==> src/rtl/clk_freq_meter.sv <==
`default_nettype none
// ============================================================================
// Module   : clk_freq_meter
// Purpose  : Counts rising edges of an asynchronous clock (meas_clk) over a
//            fixed gate window of sys_clk cycles, reports the count, and flags
//            whether it lies within EXP_CNT +/- TOL or saturated.
// Ports    : sys_clk   - sole clock, all logic on rising edge
//            sys_rst   - synchronous active-high reset
//            meas_clk  - clock under test, sampled as data
//            start     - one-cycle request to begin a measurement
//            cont      - continuous mode, sampled in REPORT
//            freq_cnt  - edges counted in the last completed window
//            cnt_valid - one-cycle pulse when freq_cnt updates
//            busy      - high while measuring or reporting
//            in_range  - last result within tolerance and not saturated
//            overflow  - last window's edge count saturated
// Revision : 1.0 - initial release
// ============================================================================
module clk_freq_meter #(
    parameter int GATE_CYCLES = 1000,
    parameter int CNT_W       = 16,
    parameter int EXP_CNT     = 250,
    parameter int TOL         = 2
) (
    input  logic             sys_clk,
    input  logic             sys_rst,
    input  logic             meas_clk,
    input  logic             start,
    input  logic             cont,
    output logic [CNT_W-1:0] freq_cnt,
    output logic             cnt_valid,
    output logic             busy,
    output logic             in_range,
    output logic             overflow
);

    typedef enum logic [1:0] {
        S_IDLE   = 2'd0,
        S_GATE   = 2'd1,
        S_REPORT = 2'd2
    } state_t;

    // Tolerance bounds are compared one bit wider than the counter so that
    // EXP_CNT+TOL may exceed the counter's range; the lower bound clamps at 0.
    localparam int             c_lo_int    = (EXP_CNT > TOL) ? (EXP_CNT - TOL) : 0;
    localparam int             c_hi_int    = EXP_CNT + TOL;
    localparam logic [CNT_W:0] c_lo        = c_lo_int[CNT_W:0];
    localparam logic [CNT_W:0] c_hi        = c_hi_int[CNT_W:0];
    localparam logic [CNT_W-1:0] c_cnt_max = '1;
    localparam logic [15:0]    c_gate_last = 16'(GATE_CYCLES - 1);

    state_t           state_q,    state_d;
    logic             sync1_q,    sync2_q,   prev_q;
    logic [15:0]      gate_cnt_q, gate_cnt_d;
    logic [CNT_W-1:0] edge_cnt_q, edge_cnt_d;
    logic             ovf_acc_q,  ovf_acc_d;
    logic [CNT_W-1:0] freq_cnt_q, freq_cnt_d;
    logic             overflow_q, overflow_d;
    logic             in_range_q, in_range_d;

    logic             w_edge_pulse;
    logic             w_at_max;
    logic [CNT_W-1:0] w_cnt_next;
    logic             w_ovf_next;
    logic [CNT_W:0]   w_cnt_ext;

    // Rising edge of the synchronised clock under test.
    assign w_edge_pulse = sync2_q & ~prev_q;

    // Saturating increment; an edge arriving at saturation marks the window.
    assign w_at_max   = (edge_cnt_q == c_cnt_max);
    assign w_cnt_next = (w_edge_pulse && !w_at_max) ? edge_cnt_q + 1'b1 : edge_cnt_q;
    assign w_ovf_next = ovf_acc_q | (w_edge_pulse & w_at_max);
    assign w_cnt_ext  = {1'b0, w_cnt_next};

    always_comb begin
        state_d    = state_q;
        gate_cnt_d = gate_cnt_q;
        edge_cnt_d = edge_cnt_q;
        ovf_acc_d  = ovf_acc_q;
        freq_cnt_d = freq_cnt_q;
        overflow_d = overflow_q;
        in_range_d = in_range_q;

        case (state_q)
            S_IDLE: begin
                if (start) begin
                    state_d    = S_GATE;
                    gate_cnt_d = '0;
                    edge_cnt_d = '0;
                    ovf_acc_d  = 1'b0;
                end
            end
            S_GATE: begin
                edge_cnt_d = w_cnt_next;
                ovf_acc_d  = w_ovf_next;
                gate_cnt_d = gate_cnt_q + 16'd1;
                // The last gate cycle's pulse is folded straight into the result.
                if (gate_cnt_q == c_gate_last) begin
                    state_d    = S_REPORT;
                    freq_cnt_d = w_cnt_next;
                    overflow_d = w_ovf_next;
                    in_range_d = !w_ovf_next && (w_cnt_ext >= c_lo) && (w_cnt_ext <= c_hi);
                end
            end
            S_REPORT: begin
                if (cont) begin
                    state_d    = S_GATE;
                    gate_cnt_d = '0;
                    edge_cnt_d = '0;
                    ovf_acc_d  = 1'b0;
                end else begin
                    state_d = S_IDLE;
                end
            end
            default: begin
                state_d = S_IDLE;
            end
        endcase
    end

    always_ff @(posedge sys_clk) begin
        if (sys_rst) begin
            state_q    <= S_IDLE;
            sync1_q    <= 1'b0;
            sync2_q    <= 1'b0;
            prev_q     <= 1'b0;
            gate_cnt_q <= '0;
            edge_cnt_q <= '0;
            ovf_acc_q  <= 1'b0;
            freq_cnt_q <= '0;
            overflow_q <= 1'b0;
            in_range_q <= 1'b0;
        end else begin
            state_q    <= state_d;
            sync1_q    <= meas_clk;
            sync2_q    <= sync1_q;
            prev_q     <= sync2_q;
            gate_cnt_q <= gate_cnt_d;
            edge_cnt_q <= edge_cnt_d;
            ovf_acc_q  <= ovf_acc_d;
            freq_cnt_q <= freq_cnt_d;
            overflow_q <= overflow_d;
            in_range_q <= in_range_d;
        end
    end

    assign freq_cnt  = freq_cnt_q;
    assign overflow  = overflow_q;
    assign in_range  = in_range_q;
    assign cnt_valid = (state_q == S_REPORT);
    assign busy      = (state_q == S_GATE) || (state_q == S_REPORT);

endmodule
`default_nettype wire

==> config.mk <==
export PLATFORM = sky130hd
export DESIGN_NAME = clk_freq_meter
export DESIGN_NICKNAME = d
export VERILOG_FILES = /design/src/rtl/clk_freq_meter.sv
export SDC_FILE = /design/constraint.sdc
export NUM_CORES = 1
export LEC_CHECK = 0
export ABC_AREA = 1
export CORE_MARGIN = 1.5
export CORE_UTILIZATION = 25
export CTS_BUF_LIST = sky130_fd_sc_hd__clkbuf_16
export DETAILED_ROUTE_END_ITERATION = 10
export PLACE_DENSITY = 0.48
export SYNTH_ARGS = -nofsm -noshare
export SYNTH_HDL_FRONTEND = slang
export SYNTH_SLANG_ARGS = --single-unit
export TNS_END_PERCENT = 100
==> constraint.sdc <==
create_clock -name sys_clk -period 2.22 [get_ports sys_clk]
set_input_delay 0.333 -clock sys_clk [delete_from_list [all_inputs] [get_ports sys_clk]]
set_output_delay 0.333 -clock sys_clk [all_outputs]
set_load 0.02 [all_outputs]
# Yosys cells after proc, flatten, opt, wreduce, memory -nomap -nowiden
# Index checks and enable logic that the tools add are counted.
[totals] in_bits=5 ff_bits=56 output_inout_bits=20 elab_cells=48
[op_classes] magnitude_cmp=2 muxes=12 n_addsub=2 reduce_logical=11 eq_ne=7 n_bitwise=4
[op_table] cell="$pmux W16 S3" n=2
[op_table] cell="$mux W16" n=3
[op_table] cell="$add A16 B1 Y16 const B" n=2
[op_table] cell="$eq A16 B10 Y1 const B" n=1
[op_table] cell="$eq A16 B16 Y1 const B" n=1
[op_table] cell="$ge A16 B8 Y1 const B" n=1
[op_table] cell="$le A16 B8 Y1 const B" n=1
[op_table] cell="$ne A2 B2 Y1 const B" n=3
[op_table] cell="$pmux W2 S3" n=1
[op_table] cell="$mux W2" n=2
[op_table] cell="$reduce_and A2 Y1" n=2
[op_table] cell="$logic_and A1 B1 Y1" n=3
[op_table] cell="$mux W1" n=3
[op_table] cell="$pmux W1 S3" n=1
[op_table] cell="$reduce_and A3 Y1" n=1
[op_table] cell="$reduce_bool A3 Y1" n=1
[op_table] cell="$and A1 B1 Y1" n=2
[op_table] cell="$eq A2 B1 Y1 const B" n=1
[op_table] cell="$eq A2 B2 Y1 const B" n=1
[op_table] cell="$logic_not A1 Y1" n=2
[op_table] cell="$logic_not A2 Y1" n=1
[op_table] cell="$logic_or A1 B1 Y1" n=1
[op_table] cell="$not A1 Y1" n=1
[op_table] cell="$or A1 B1 Y1" n=1

# Longest topological paths before layout
[depth] ltp_word=7 depth_mapped=15 mapped_depth_nobuf=14

# Worst setup path before layout
# OpenSTA, ideal clock, no wires.
[synth_path] path_kind="reg2reg" from="register state_q[0]" to="register gate_cnt_q[10]" synth_period_minus_slack_ns=1.894 slack_ns=0.326 stages_incl_launch_ff=10 arrival_ns=1.824 n_path_buf=1 cell_sequence="dfxtp_1 > inv_1 > ha_1 > inv_1 > o21ai_1 > inv_1 > a21oi_1 > clkbuf_1 > o21ai_0 > a21oi_1"
[synth_between] elab_chain_cells=3 word_cells_on_any_way=8
[synth_lines] item="start: declaration" line_no="52" text="state_t state_q, state_d;"
[synth_lines] item="start signal: assignment" line_no="135" text="state_q <= state_d;"
[synth_lines] item="$eq A2 B2 Y1 *"
[synth_lines] item="named net cnt_valid" line_no="31" text="output logic cnt_valid,"
[synth_lines] item="$ne A2 B2 Y1 (no source line) / $reduce_bool A3 Y1 (equally long branches)"
[synth_lines] item="$reduce_and A3 Y1 (no source line)"
[synth_lines] item="end signal: assignment" line_no="139" text="gate_cnt_q <= gate_cnt_d;"
[synth_lines] item="end: declaration" line_no="54" text="logic [15:0] gate_cnt_q, gate_cnt_d;"
# Mark *: on every way through the listed nets, which the timed path passes. The rest lies on a longest branch.
# A chain may end at the register's enable or synchronous reset.

# Worst setup path in the final report
[layout_path] from="register edge_cnt_q[0]" to="register in_range_q (netlist: in_range)"
[layout_between] elab_chain_cells=7 word_cells_on_any_way=12
[layout_lines] item="start: declaration" line_no="55" text="logic [CNT_W-1:0] edge_cnt_q, edge_cnt_d;"
[layout_lines] item="start signal: assignment" line_no="140" text="edge_cnt_q <= edge_cnt_d;"
[layout_lines] item="parallel branches: the longest is 6 deep, another holds $add A16 B1 Y16"
[layout_lines] item="$logic_and A1 B1 Y1 *" line_no="103" text="in_range_d = !w_ovf_next && (w_cnt_ext >= c_lo) && (w_cnt_ext <= c_hi);"
[layout_lines] item="end signal: assignment" line_no="144" text="in_range_q <= in_range_d;"
[layout_lines] item="end: declaration" line_no="59" text="logic in_range_q, in_range_d;"
# Mark *: on every way between the ends.

==> results.json <==
{
  "outcome": "completed",
  "cts.sinks": 56,
  "r2r-start": "edge_cnt_q[0]$_SDFFE_PP0P_",
  "ys_ff_latch": 56,
  "maxSlewViolCount": 0,
  "grt_pass1_wl_um": 12900,
  "grt_pass1_vias": 2857,
  "via_count": 2824,
  "synth_common_cells": "119 x nand2_1, 58 x inv_1, 56 x dfxtp_1",
  "worstPathMaxFanout": 9,
  "firstDrtPassIters": 4,
  "fp.dieW_um": 111,
  "setup_tns_ns": 0,
  "fmax_ghz": 0.502,
  "hp-class": "flop to flop",
  "grt_antenna_before_repair": 0,
  "critPathKind": "flop to flop",
  "synth_area_leaders": "dfxtp_1 38%, nand2_1 15%, a21oi_1 7.5%, inv_1 7.4%, nor2_1 5.1%",
  "period_share": 0.897,
  "postRouteAntennaNets": 0,
  "std_cell_rows": 39,
  "synth.most_common_cell": "nand2_1",
  "cts_hold_buf": 0,
  "synth_cell_type_count": 32,
  "cp-start-kind": "flop",
  "synth_top_area_cell": "dfxtp_1",
  "initial_core_util": 0.257,
  "drc": 0,
  "syn_avg_cell_area_sq_um": 6.68,
  "synth_top_area_frac": 0.382,
  "critPathRequiredTime_ns": 2.45,
  "setup_viol_count_final": 0,
  "fin_hold_ws_ns": 0.407,
  "cts_max_level": 2,
  "power.density_nw_per_um2": 543,
  "syn_to_final_growth_pct": 23.2,
  "yosysWarnings": 0,
  "crit_path_start": "edge_cnt_q[0]$_SDFFE_PP0P_",
  "finalClockSkew_ns": 0.00520,
  "worst_skew_pair.late_latency_ns": 0.29,
  "cp.arrival_ns": 2.22,
  "ir_drop_v": 0.000242,
  "dp_hpwl_um": 5500,
  "wl_um": 7560,
  "dieHeight_um": 111,
  "drive_above_1_share": 0.100,
  "final_cell_count_no_fill": 623,
  "final_nets": 491,
  "fin_crit_ns": 1.99,
  "grt_max_degree": 20,
  "die_area_sq_um": 12400,
  "clockRootBuffer": "clkbuf_16",
  "cp-endpoint": "in_range$_SDFFE_PP0P_",
  "drt_iter0_drc": 62,
  "placedCellCount": 615,
  "reg2reg_to": "in_range$_SDFFE_PP0P_",
  "finalHoldViolations": 0,
  "tritoncts": "done",
  "cts_max_path_buffers": 2,
  "syn-num-nets": 450,
  "synth_flop_cell": "dfxtp_1",
  "relSlewSlack": 0.635,
  "cp-end-kind": "flop",
  "grt_setup_unrepaired": "no",
  "viasPerCell": 4.53,
  "cp_cell_sequence": "ha_1, inv_1, nor2_4, nand2_4, nor2_8, nor2_2, o21ai_1, nor2_1, nand2_1, nor2_1, nand2_1, a21oi_2",
  "critPathMaxStageDelay_ns": 0.38,
  "portBuffers": 24,
  "worst_slew_pin_slew_ns": 0.547,
  "leakage_nw": 1.45,
  "netlist_area_sq_um": 2930,
  "diodes": 0,
  "seq_area_frac_synth": 0.382,
  "cp_slowest_cell": "nor2_2",
  "ctsResizeCount": 0,
  "post_cts_buffers": 0,
  "ioPinCount": 25,
  "async_flop_share": 0,
  "r2r_slack_ns": 0.23,
  "reg2reg_depth": 12,
  "synth_edf_count": 0,
  "core_area_sq_um": 11400,
  "cts_buffers": 5,
  "path_clk_slew_ns": 0.07,
  "track_usage": 0.126,
  "place.gp.congestion": 0.812,
  "wire_per_inst_um": 12.1,
  "overflow": 0,
  "drv_cap": 0,
  "synth_cells": 439
}
worst max-delay path: cells and delay by family (launching register included):
| kind | cells | cell delay [ns] |
|---|---|---|
| buffers and inverters | 1 | 0.09 |
| adder cells (fa/ha/maj) | 1 | 0.21 |
| flip-flops | 1 | 0.31 |
| AND/OR/NAND/NOR | 8 | 1.03 |
| AO/OA/AOI/OAI | 2 | 0.27 |
cell usage in the layout, fill, tap and decap left out, types with 3 or more instances in the layout:
master	n
ha_1	6
nand2_1	119
o211ai_1	6
nand3_1	23
buf_4	22
nor2_2	5
a21oi_1	44
nand4_1	9
clkbuf_16	5
nor2_1	38
nand2_2	3
o21ai_0	24
inv_1	58
clkdlybuf4s50_1	24
xnor2_1	3
nor3_1	7
o21ai_1	5
nor2_4	3
dfxtp_1	56
flip-flops by register name, summed over array words and instances (netlist names):
name        flops
edge_cnt_q     16
freq_cnt       16
gate_cnt_q     16
state_q         2
in_range        1
overflow        1
ovf_acc_q       1
prev_q          1
sync1_q         1
sync2_q         1
per-layer routing:
layer,part of all wire,track usage
met3,0.028,0.0230
met2,0.48,0.226
met5,0,0
met4,0.027,0.0532
met1,0.46,0.147
where the power goes:
part / total [mW] / internal [mW] / switching, mW / leakage (nW)
Combinational: 0.178 / 0.0598 / 0.118 / 0.935
Sequential: 1.02 / 1.01 / 0.0101 / 0.452
Clock: 0.760 / 0.405 / 0.355 / 0.0648
how the worst min path moves through the flow:
stage / start / to / slack (ns) / cells past startpoint
final: sync1_q$_SDFF_PP0_ / sync2_q$_SDFF_PP0_ / 0.41 / 2
after floorplan: sync1_q$_SDFF_PP0_ / sync2_q$_SDFF_PP0_ / 0.39 / 2
after CTS: sync1_q$_SDFF_PP0_ / sync2_q$_SDFF_PP0_ / 0.41 / 2
after global placement: sync1_q$_SDFF_PP0_ / sync2_q$_SDFF_PP0_ / 0.39 / 2
after detailed placement: sync1_q$_SDFF_PP0_ / sync2_q$_SDFF_PP0_ / 0.40 / 2
after global routing: sync1_q$_SDFF_PP0_ / sync2_q$_SDFF_PP0_ / 0.43 / 2
per-stage QoR:
step | util | setup WS [ns] | power, mW | area [sq um]
after floorplan | - | 0.326 | 1.16 | 2930
after global placement | 0.303 | 0.0781 | 1.22 | 3460
after detailed placement | 0.303 | 0.0880 | 1.23 | 3460
after CTS | 0.315 | 0.148 | 2.00 | 3590
after global routing | 0.316 | 0.00101 | 2.06 | 3610
final | 0.316 | 0.229 | 1.96 | 3610
cell type report:
class | count | area, sq um
Fill cell | 1273 | 7800
Multi-Input combinational cell | 313 | 1560
Sequential cell | 56 | 1120
Timing Repair Buffer | 46 | 405
Inverter | 58 | 218
Tap cell | 143 | 179
Clock buffer | 5 | 125
Clock inverter | 2 | 7.51
kinds of logic (layout without fill, tap and decap cells):
| kind of cell | count (synthesis) | after routing | synth area share |
|---|---|---|---|
| fa+ha+maj | 6 | 6 | 0.0256 |
| compound gates | 86 | 86 | 0.160 |
| simple gates | 215 | 216 | 0.324 |
| flops | 56 | 56 | 0.382 |
| buf+inv | 71 | 111 | 0.0939 |
| xor+xnor | 5 | 5 | 0.0149 |
Power figures use the tool's default switching activity.
